File: src/rtl/alu_uart_cmd_ctrl.sv
// alu_uart_cmd_ctrl
//   Command sequencer between a UART RX/TX pair and an 8-bit ALU.
//   Frames from the receiver:
//     CMD_CONFIG, A, B, OP : load the ALU operands and opcode. One cycle
//                            later, latch the ALU result and flags.
//     CMD_DISPLAY          : send the latched result byte, then the flags byte.
//
// Ports
//   clk          system clock
//   tb_reset     asynchronous, active-low reset
//   rx_data      received byte, qualified by rx_valid
//   rx_valid     1-cycle pulse
//   tx_data      byte to transmit, held until the matching tx_done
//   tx_start     1-cycle pulse, starts transmission of tx_data
//   tx_done      1-cycle pulse, transmitter finished the stop bit
//   alu_a/alu_b  registered operands
//   alu_op       registered opcode (low OP_W bits of the op byte)
//   alu_result   combinational ALU result
//   alu_zero/alu_ovf/alu_carry   ALU flags
//   leds         latched result
//   frame_err    1-cycle pulse: timeout, unknown command, or dropped byte
//   state_dbg    current FSM state (IDLE=0 ... WAIT_FLG=8)
//
// Handshake: neither side can stall the other. An rx_valid pulse offers one
// byte for exactly one cycle. A byte that arrives in a state that cannot take
// it is dropped and flagged on frame_err. tx_start is issued once per byte.
// tx_data then holds steady until the transmitter answers with tx_done.
module alu_uart_cmd_ctrl #(
  parameter int                DATA_W       = 8,
  parameter int                OP_W         = 6,
  parameter logic [DATA_W-1:0] CMD_CONFIG   = 8'hCD,
  parameter logic [DATA_W-1:0] CMD_DISPLAY  = 8'hD1,
  parameter int                TIMEOUT_CLKS = 2_000_000
) (
  input  logic              clk,
  input  logic              tb_reset,
  input  logic [DATA_W-1:0] rx_data,
  input  logic              rx_valid,
  output logic [DATA_W-1:0] tx_data,
  output logic              tx_start,
  input  logic              tx_done,
  output logic [DATA_W-1:0] alu_a,
  output logic [DATA_W-1:0] alu_b,
  output logic [OP_W-1:0]   alu_op,
  input  logic [DATA_W-1:0] alu_result,
  input  logic              alu_zero,
  input  logic              alu_ovf,
  input  logic              alu_carry,
  output logic [DATA_W-1:0] leds,
  output logic              frame_err,
  output logic [3:0]        state_dbg
);

  localparam int CNT_W = $clog2(TIMEOUT_CLKS);
  localparam logic [CNT_W-1:0] TMO_LAST = CNT_W'(TIMEOUT_CLKS - 1);

  typedef enum logic [3:0] {
    IDLE     = 4'd0,
    GET_A    = 4'd1,
    GET_B    = 4'd2,
    GET_OP   = 4'd3,
    LATCH    = 4'd4,
    SEND_RES = 4'd5,
    WAIT_RES = 4'd6,
    SEND_FLG = 4'd7,
    WAIT_FLG = 4'd8
  } state_t;

  state_t            state;
  logic [CNT_W-1:0]  tmo_cnt;
  logic [DATA_W-1:0] result_q;
  logic [DATA_W-1:0] flags_q;
  logic              drop_state;

  assign state_dbg = state;

  // States in which an incoming byte has nowhere to go.
  always_comb begin
    drop_state = 1'b0;
    case (state)
      LATCH, SEND_RES, WAIT_RES, SEND_FLG, WAIT_FLG: drop_state = 1'b1;
      default:                                       drop_state = 1'b0;
    endcase
  end

  always_ff @(posedge clk or negedge tb_reset) begin
    if (!tb_reset) begin
      state     <= IDLE;
      tmo_cnt   <= '0;
      result_q  <= '0;
      flags_q   <= '0;
      alu_a     <= '0;
      alu_b     <= '0;
      alu_op    <= '0;
      leds      <= '0;
      tx_data   <= '0;
      tx_start  <= 1'b0;
      frame_err <= 1'b0;
    end else begin
      tx_start  <= 1'b0;
      frame_err <= 1'b0;
      case (state)
        IDLE: begin
          if (rx_valid) begin
            if (rx_data == CMD_CONFIG) begin
              state   <= GET_A;
              tmo_cnt <= '0;
            end else if (rx_data == CMD_DISPLAY) begin
              state <= SEND_RES;
            end else begin
              frame_err <= 1'b1;
            end
          end
        end
        // Inside a frame every byte is data, command values included.
        GET_A, GET_B, GET_OP: begin
          if (rx_valid) begin
            tmo_cnt <= '0;
            case (state)
              GET_A:   begin alu_a  <= rx_data;             state <= GET_B;  end
              GET_B:   begin alu_b  <= rx_data;             state <= GET_OP; end
              default: begin alu_op <= rx_data[OP_W-1:0];   state <= LATCH;  end
            endcase
          end else if (tmo_cnt == TMO_LAST) begin
            // Abandon the frame. Operands already loaded stay as they are.
            frame_err <= 1'b1;
            tmo_cnt   <= '0;
            state     <= IDLE;
          end else begin
            tmo_cnt <= tmo_cnt + CNT_W'(1);
          end
        end
        // The operands registered on the previous edge are now on the ALU.
        LATCH: begin
          result_q <= alu_result;
          flags_q  <= {{(DATA_W-3){1'b0}}, alu_carry, alu_ovf, alu_zero};
          leds     <= alu_result;
          state    <= IDLE;
        end
        SEND_RES: begin
          tx_data  <= result_q;
          tx_start <= 1'b1;
          state    <= WAIT_RES;
        end
        WAIT_RES: if (tx_done) state <= SEND_FLG;
        SEND_FLG: begin
          tx_data  <= flags_q;
          tx_start <= 1'b1;
          state    <= WAIT_FLG;
        end
        WAIT_FLG: if (tx_done) state <= IDLE;
        default:  state <= IDLE;
      endcase
      if (rx_valid && drop_state) frame_err <= 1'b1;
    end
  end

endmodule

File: config.mk
export PLATFORM = sky130hd
export DESIGN_NAME = alu_uart_cmd_ctrl
export DESIGN_NICKNAME = d
export VERILOG_FILES = /design/src/rtl/alu_uart_cmd_ctrl.sv
export SDC_FILE = /design/constraint.sdc
export NUM_CORES = 1
export LEC_CHECK = 0
export CORE_MARGIN = 8
export CORE_UTILIZATION = 55
export CTS_CLUSTER_DIAMETER = 200
export DETAILED_ROUTE_END_ITERATION = 10
export PLACE_DENSITY = 0.95
export REMOVE_ABC_BUFFERS = 1
export SLEW_MARGIN = 5
export SYNTH_ARGS = -nofsm -noshare
export SYNTH_HDL_FRONTEND = slang
export SYNTH_SLANG_ARGS = --single-unit
File: constraint.sdc
create_clock -name clk -period 6.71 [get_ports clk]
set_clock_uncertainty 0.1 [all_clocks]
set_input_delay 0.671 -clock clk [delete_from_list [all_inputs] [get_ports clk]]
set_output_delay 0.671 -clock clk [all_outputs]
set_load 0.02 [all_outputs]
==> out/metrics.cfg, run 1 <==
[pwr]
power.leakage_uw = 0.00171
power.density_mw_per_mm2 = 474
peakVddDrop_uv = 347

[critical_path]
crit_required_ps = 6870
cp_max_fo = 38
cp_top_family = buffers and inverters
ff2ff_path_depth = 3
startpoint = rx_valid
cp_slowest_stage_delay_ps = 630
cp.arrival_ps = 2850
endpoint = tmo_cnt[7]
cp_slowest_cell = clkdlybuf4s50_1
r2r-end = alu_op[2]
path_depth = 6
reg2reg_slack_ps = 4150
cp_num_buf_inv = 2
cp-start-kind = input pin
path_cells = clkdlybuf4s50_1 -> or4_1 -> a21oi_2 -> buf_4 -> o21ai_0 -> a31oi_1
end_kind = flop
r2r-start = state_dbg[1]
critPathKind = in2reg

[clock_tree]
post_cts_buffers = 0
clock-sinks = 68
post_cts_resized = 0
cts_tree = yes
clock_latency_ps = 340
clkTransAtPathRegs_ps = 80
cts_root_buffer = clkbuf_8
cts_hold_buf = 0
cts_buffers = 9
cts.path.max_buffers = 2
htree_levels = 3

[sta]
setup_violations = 0
fin_crit_sh_pct = 40.1
post-route-min-period_ps = 2690
fin_ws_ps = 4020
slew-limit-headroom_pct = 29.5
finalSetupTns_ps = 0
hold_viol = 0
rsz0062_at_grt = no
tightest_slew_ps = 1050
slew_viol_final = 0
fmax_ghz = 0.372

[global_route]
grt_max_degree = 69
grt_antenna_before_repair = 0
grt_pass1_vias = 2576
grt_pass1_wl_um = 13000
grt.overflow.total = 0
grt_use_total_pct = 18.9

[logic_synthesis]
synth_flop_cell = dfrtp_1
ys_seq_area_share_pct = 53.2
yosys_warnings = 0
syn-mean-instance-area_um2 = 10.9
yosysMostFrequentCell = dfrtp_1
synth_area_leader_cell = dfrtp_1
synth-edff-count = 0
postSynthRegisterBits = 68
synth_area_mm2 = 0.00320
syn_inst = 294
netlist.area_leader.share_pct = 53.2
synth_cell_types = 45
synth_common_cells = dfrtp_1, mux2_2, nand2_1
synth_area_leaders = dfrtp_1, mux2_2, nand2_1, o21ai_0, a21oi_1
ys_async_sr_fraction_pct = 100

[floorplanning]
start_util_pct = 57.4
die_h_um = 92.3
dieArea_mm2 = 0.00851
core_mm2 = 0.00557
row_count = 27
ios = 67
die_x_um = 92.3

[run_status]
run_status = finished clean

[placed_design]
io_buffers = 66
dpl.hpwl_um = 5380
dp_slack_ps = 3710
gp_congestion = 0.864

[finish]
fillers = 355
antenna_cells = 0
area_delta_synth_final_pct = 27.9
drive_gt1_share_pct = 16.0
fin_nets = 381

[route]
ant_nets = 0
drt-wirelength-per-cell_um = 18.2
drc = 0
routed_wl_um = 7880
drt_pass1_iterations = 7
vias = 2617
drt_iter0_markers = 180
vias_per_cell = 6.03

[min_path]
min_path_type = reg2reg

[flow_run]
drv_cap = 0

==> kinds of logic after synthesis <==
kind of cell               synth area share [%]
AOI/OAI and AO/OA                          12.6
xor gates and xnor gates                  0.274
adders and majority gates                 0.391
and+or+nand+nor                            15.8
buffers and inverters                      3.48
muxes                                      14.2
DFF                                        53.2
==> registers in the layout, summed over array words and instances (netlist names) <==
| name | count |
|---|---|
| tmo_cnt | 21 |
| alu_a | 8 |
| alu_b | 8 |
| result_q | 8 |
| tx_data | 8 |
| alu_op | 6 |
| state_dbg | 4 |
| flags_q | 3 |
| frame_err | 1 |
| tx_start | 1 |
==> report_power, final <==
part,switching [uW],internal (uW)
Sequential,125,557
Combinational,468,423
Clock,150,218
Total,743,1200
==> metrics by stage <==
step	power, uW	std cells	hold WS (ps)	instance area (um2)	utilization (%)
6_report	1940	434	386	4090	73.4
3_3_place_gp	1530	418	363	3870	69.5
5_1_grt	2040	434	414	4090	73.4
2_1_floorplan	1160	278	275	3110	-
4_1_cts	1950	434	400	4090	73.4
3_5_place_dp	1570	418	385	3870	69.5
==> worst min-delay path, cell delays in order, from the launching register on <==
cell,delay [ps]
dfrtp_1,350
nand2_1,50
o21ai_0,60
==> metal layers <==
metal | share of wire [%] | track usage [%] | routed length (um) | vias to the layer above
li1 | - | - | - | 1200
met4 | 0.52 | 5.23 | 41 | 0
met3 | 6.8 | 6.44 | 537 | 6
met2 | 54 | 32.7 | 4230 | 98
met1 | 39 | 21.8 | 3070 | 1313
met5 | 0 | 0 | 0 | -
==> how the worst min path moves through the flow <==
stage	startpoint	to	slack, ps	cells after the start
2_1_floorplan	tb_reset	alu_a[0]	280	0
3_3_place_gp	tx_data[2]	tx_data[2]	360	2
3_5_place_dp	tx_data[7]	tx_data[7]	390	2
4_1_cts	tx_data[3]	tx_data[3]	400	2
5_1_grt	tx_data[4]	tx_data[4]	410	2
6_report	tx_data[3]	tx_data[3]	390	2
==> cell type report <==
type	count	area (um2)	area share, %
multi-input cells	203	1390	33.9
clock inverters	5	75.1	1.84
flip-flops and latches	68	1700	41.6
clock buffers	11	141	3.46
well taps	72	90.1	2.20
inverters	7	26.3	0.642
repair buffers	68	671	16.4
==> layout by cell type (no fill, tap or decap), types with 3 or more instances in the layout <==
cell type	count
mux2_2	34
dfrtp_1	68
and3_1	4
clkinv_2	3
a21oi_1	16
inv_1	7
a31oi_1	10
a221o_1	3
mux2i_1	6
nand2_1	29
o21ai_0	18
clkdlybuf4s50_1	65
nand4_1	6
or4_1	3
nor2_1	16
nand2b_1	3
nor3_1	8
nand3_1	16
clkbuf_8	10
No activity file was read; power rests on OpenSTA's default activity.
==> run 2: changes to the inputs <==
--- a/config.mk
+++ b/config.mk
@@ -6,10 +6,10 @@
 export NUM_CORES = 1
 export LEC_CHECK = 0
 export CORE_MARGIN = 8
-export CORE_UTILIZATION = 55
+export CORE_UTILIZATION = 46
 export CTS_CLUSTER_DIAMETER = 200
 export DETAILED_ROUTE_END_ITERATION = 10
-export PLACE_DENSITY = 0.95
+export PLACE_DENSITY = 0.88
 export REMOVE_ABC_BUFFERS = 1
 export SLEW_MARGIN = 5
 export SYNTH_ARGS = -nofsm -noshare
==> constraint.sdc (replaced) <==
create_clock -name clk -period 2.37 [get_ports clk]
set_clock_uncertainty 0.1 [all_clocks]
set_input_delay 0.237 -clock clk [delete_from_list [all_inputs] [get_ports clk]]
set_output_delay 0.237 -clock clk [all_outputs]
set_load 0.02 [all_outputs]
==> run 2 against run 1 <==
Core utilization shrank 10 points; via count grew 0.42%; power grew to 2.9 times the previous value; critical path type is now reg2reg.
==> out/metrics.cfg, run 2 (synthesis gave the netlist of run 1 again) <==
[pwr]
power.density_mw_per_mm2 = 1320
power.leakage_uw = 0.00181
peakVddDrop_uv = 863

[sta]
post-route-min-period_ps = 2220
tightest_slew_ps = 587
rsz0062_at_grt = no
fmax_ghz = 0.450
slew_viol_final = 0
setup_violations = 0
slew-limit-headroom_pct = 60.8
finalSetupTns_ps = 0
fin_crit_sh_pct = 93.7
fin_ws_ps = 149
hold_viol = 0

[floorplanning]
die_x_um = 99.4
ios = 67
start_util_pct = 47.3
die_h_um = 99.4
dieArea_mm2 = 0.00988
row_count = 30
core_mm2 = 0.00676

[run_status]
run_status = finished clean

[placed_design]
gp_congestion = 0.874
dpl_cell_area_mm2 = 0.00404
dp_slack_ps = 169
io_buffers = 66
dpl.hpwl_um = 5590

[critical_path]
critPathKind = reg2reg
end_kind = flop
ff2ff_path_depth = 5
cp.arrival_ps = 2350
cp_max_fo = 3
cp-start-kind = flop
crit_required_ps = 2500

[clock_tree]
htree_levels = 3
cts_buffers = 9
cts_tree = yes
clock_latency_ps = 350
clkTransAtPathRegs_ps = 80
post_cts_buffers = 0
clock-sinks = 68
cts.path.max_buffers = 2
cts_root_buffer = clkbuf_8

[finish]
fin_nets = 399
mostFrequentLayoutCells = dfrtp_1, clkdlybuf4s50_1, mux2_2
final_core_util_pct = 63.4
antenna_cells = 0
largest_reg_flops = 21
final_common_cell = dfrtp_1
drive_gt1_share_pct = 20.0
stdcell_area_mm2 = 0.00428
top_register = tmo_cnt
area_delta_synth_final_pct = 33.9

[route]
drt-wirelength-per-cell_um = 17.4
drt_iter0_markers = 224
drt_pass1_iterations = 4
drc = 0
routed_wl_um = 8020
vias_per_cell = 5.71
ant_nets = 0
vias = 2628

[global_route]
gr-usage-met3_pct = 4.26
busiest_layer = met2
met1_usage_pct = 20.6
grt_use_met2_pct = 27.7
grt_use_total_pct = 16.8
grt_antenna_before_repair = 0
grt_pass1_vias = 2713
grt_max_degree = 69
grt_pass1_wl_um = 13400
grt.overflow.total = 0

[flow_run]
drv_cap = 0

[min_path]
min_path_type = in2async

-- run 2: changes by cell type in the layout (fill, tap and decap cells not counted), sizes merged --
cell         change
buf             +17
clkinv           -2
clkinvlp         +2
dlygate4sd3      +1
-- run 2: repair_timing --
action,CTS,global route
hold buffers,1,0
endpoints found under the hold margin,68,0
resized for setup,0,0
-- run 2: cell type report --
cell class	instances	area (um2)
well taps	80	100
clock buffers	11	151
flip-flops and latches	68	1700
multi-input cells	203	1390
inverters	7	26.3
clock inverters	5	83.8
fillers	510	2470
repair buffers	86	833
-- run 2: path summary, 6_finish.rpt --
kind	start	to	slack, ps
setup / recovery	tmo_cnt[11]	state_dbg[0]	150
max in group asynchronous	tb_reset	tx_data[3]	1530
setup reg to reg	tmo_cnt[11]	state_dbg[0]	150
hold / removal	tb_reset	tmo_cnt[3]	310
hold reg to reg	tx_data[3]	tx_data[3]	390
min in group clk	tx_data[3]	tx_data[3]	390
-- run 2: per-stage QoR --
step | total power (uW) | hold WS [ps] | instances
after floorplan | 3300 | -159 | 278
after global placement | 4460 | 183 | 443
after detailed placement | 4560 | 187 | 443
after CTS | 5700 | 352 | 460
after global routing | 5960 | 402 | 460
final | 5670 | 312 | 460
-- run 2: where the power goes --
group / internal [uW] / switching, uW
sequential: 1580 / 239
clock: 652 / 467
combinational: 1310 / 1430
-- run 2: routing by layer --
metal	vias up	routed length [um]
met5	-	0
met3	12	506
met2	96	3990
met1	1279	3390
li1	1241	-
met4	0	129
-- run 2: critical path, stage by stage, from the launching register on --
cell and delay [ps]:
dfrtp_1 410, or4b_4 530, nor4_4 270, a21oi_2 160, a211oi_4 280, mux2_1 350
==> run 3: changes to the inputs <==
--- a/config.mk
+++ b/config.mk
@@ -6,10 +6,11 @@
 export NUM_CORES = 1
 export LEC_CHECK = 0
 export CORE_MARGIN = 8
-export CORE_UTILIZATION = 46
+export CORE_UTILIZATION = 48
+export CTS_BUF_LIST = sky130_fd_sc_hd__clkbuf_2
 export CTS_CLUSTER_DIAMETER = 200
 export DETAILED_ROUTE_END_ITERATION = 10
-export PLACE_DENSITY = 0.88
+export PLACE_DENSITY = 0.91
 export REMOVE_ABC_BUFFERS = 1
 export SLEW_MARGIN = 5
 export SYNTH_ARGS = -nofsm -noshare
==> constraint.sdc (replaced) <==
create_clock -name clk -period 2.37 [get_ports clk]
set_clock_uncertainty 0.1 [all_clocks]
set_input_delay 0.237 -clock clk [delete_from_list [all_inputs] [get_ports clk]]
set_output_delay 0.237 -clock clk [all_outputs]
set_load 0.01 [all_outputs]
==> run 3 against run 2 <==
Cell count is 0.65% lower; core utilization is 1.7 points higher; hold slack worse by 220 ps; count of clock-buffer cells in the layout is 2 lower; via count is 1.3% higher; global-route usage is 0.41 points lower; sequential power hardly changed; maximum frequency is 0.60% lower; setup slack worse by 13 ps; design area is 3.0% lower; register-to-register slack hardly changed; non-clock buffer count stayed put; critical endpoint is now tmo_cnt[20].
==> out/metrics.cfg, run 3 (synthesis gave the netlist of run 1 again) <==
[critical_path]
r2r-start = tmo_cnt[9]
cp_slowest_cell = or4_1
cp_num_buf_inv = 1
cp_slowest_stage_delay_ps = 590
end_kind = flop
crit_required_ps = 2670
cp_top_family = simple AND/OR/NAND/NOR gates
path_depth = 6
startpoint = tmo_cnt[9]
cp-start-kind = flop
r2r-end = tmo_cnt[20]
endpoint = tmo_cnt[20]
ff2ff_path_depth = 6
cp.arrival_ps = 2530
path_cells = or4_1 -> nor4_4 -> a21oi_2 -> buf_12 -> and3_1 -> a221o_1
cp_max_fo = 38
reg2reg_slack_ps = 140
critPathKind = reg2reg

[floorplanning]
dieArea_mm2 = 0.00953
ios = 67
start_util_pct = 50.1
core_mm2 = 0.00639
die_h_um = 97.6
row_count = 29
die_x_um = 97.6

[placed_design]
dpl.hpwl_um = 5680
dpl_cell_area_mm2 = 0.00403
io_buffers = 66
gp_congestion = 0.865

[global_route]
grt_max_degree = 39
grt.overflow.total = 0
grt_pass1_wl_um = 12900
grt_antenna_before_repair = 0
grt_use_total_pct = 16.4
grt_pass1_vias = 2622

[sta]
tightest_slew_ps = 556
rsz0062_at_grt = no
fmax_ghz = 0.448
post-route-min-period_ps = 2230
hold_viol = 0
slew-limit-headroom_pct = 62.9
worst_hold_slack_ps = 91.4
slew_viol_final = 0
fin_crit_sh_pct = 94.3
setup_violations = 0

[finish]
stdcell_area_mm2 = 0.00416
area_delta_synth_final_pct = 29.9
top_register = tmo_cnt
final_common_cell = dfrtp_1
drive_gt1_share_pct = 19.7
largest_reg_flops = 21
mostFrequentLayoutCells = dfrtp_1, clkdlybuf4s50_1, mux2_2
fin_nets = 399
antenna_cells = 0

[clock_tree]
cts.path.max_buffers = 2
cts_tree = yes
clock-sinks = 68
cts_root_buffer = clkbuf_2
htree_levels = 3
cts_buffers = 9
clkTransAtPathRegs_ps = 200
clock_latency_ps = 500

[pwr]
total_power_uw = 4930
peakVddDrop_uv = 799
power.density_mw_per_mm2 = 1190
power.leakage_uw = 0.00176

[run_status]
run_status = finished clean

[route]
routed_wl_um = 7820
drt-wirelength-per-cell_um = 17.1
drc = 0
ant_nets = 0
drt_iter0_markers = 271
vias_per_cell = 5.82
drt_pass1_iterations = 6
vias = 2662

[min_path]
min_path_type = in2async

[flow_run]
drv_cap = 0

==> run 3: final cells by class <==
class                   count  area [um2]
clock buffers               9        45.0
clock inverters             7        67.6
flip-flops and latches     68        1700
well taps                  77        96.3
repair buffers             86         833
fillers                   481        2230
inverters                   7        26.3
multi-input cells         203        1390
==> run 3: stage by stage <==
step | TNS, ps | setup slack [ps] | std cells | utilization, %
after floorplan | -3950 | -319 | 278 | -
after global placement | 0 | 221 | 440 | 63.1
after detailed placement | 0 | 134 | 440 | 63.1
after CTS | 0 | 141 | 457 | 65.1
after global routing | 0 | 2.20 | 457 | 65.1
final | 0 | 136 | 457 | 65.1
==> run 3: timing repair <==
action / 4_1_cts / 5_1_grt
gates resized for setup: 0 / 0
hold endpoints to repair: 68 / 0
setup buffers: 0 / 0
hold buffers: 1 / 0
==> run 3: routing by layer <==
| layer | vias to the layer above | wire, um | global-route usage [%] |
|---|---|---|---|
| li1 | 1247 | - | - |
| met1 | 1308 | 3370 | 19.5 |
| met2 | 98 | 3860 | 26.7 |
| met3 | 9 | 533 | 5.62 |
| met4 | 0 | 58 | 5.71 |
| met5 | - | 0 | 0 |
==> run 3: worst register-to-register path: stages, from the launching register on <==
cell,delay (ps)
dfrtp_1,460
or4_1,590
nor4_4,210
a21oi_2,150
buf_12,200
and3_1,180
a221o_1,250
==> run 3: power breakdown <==
part | internal [uW] | leakage (uW) | total (uW) | switching, uW
Combinational | 1310 | 0.000835 | 2450 | 1150
Clock | 237 | 0.0000653 | 669 | 432
Sequential | 1570 | 0.000864 | 1810 | 241
==> run 3: worst min path at each step <==
stage	start	to	slack, ps
global route	tb_reset	tmo_cnt[5]	100
floorplan	tb_reset	alu_a[0]	-160
detailed placement	tb_reset	tmo_cnt[20]	120
finish	tb_reset	tx_data[3]	90
CTS	tb_reset	tx_data[3]	80
global placement	tb_reset	tmo_cnt[20]	110
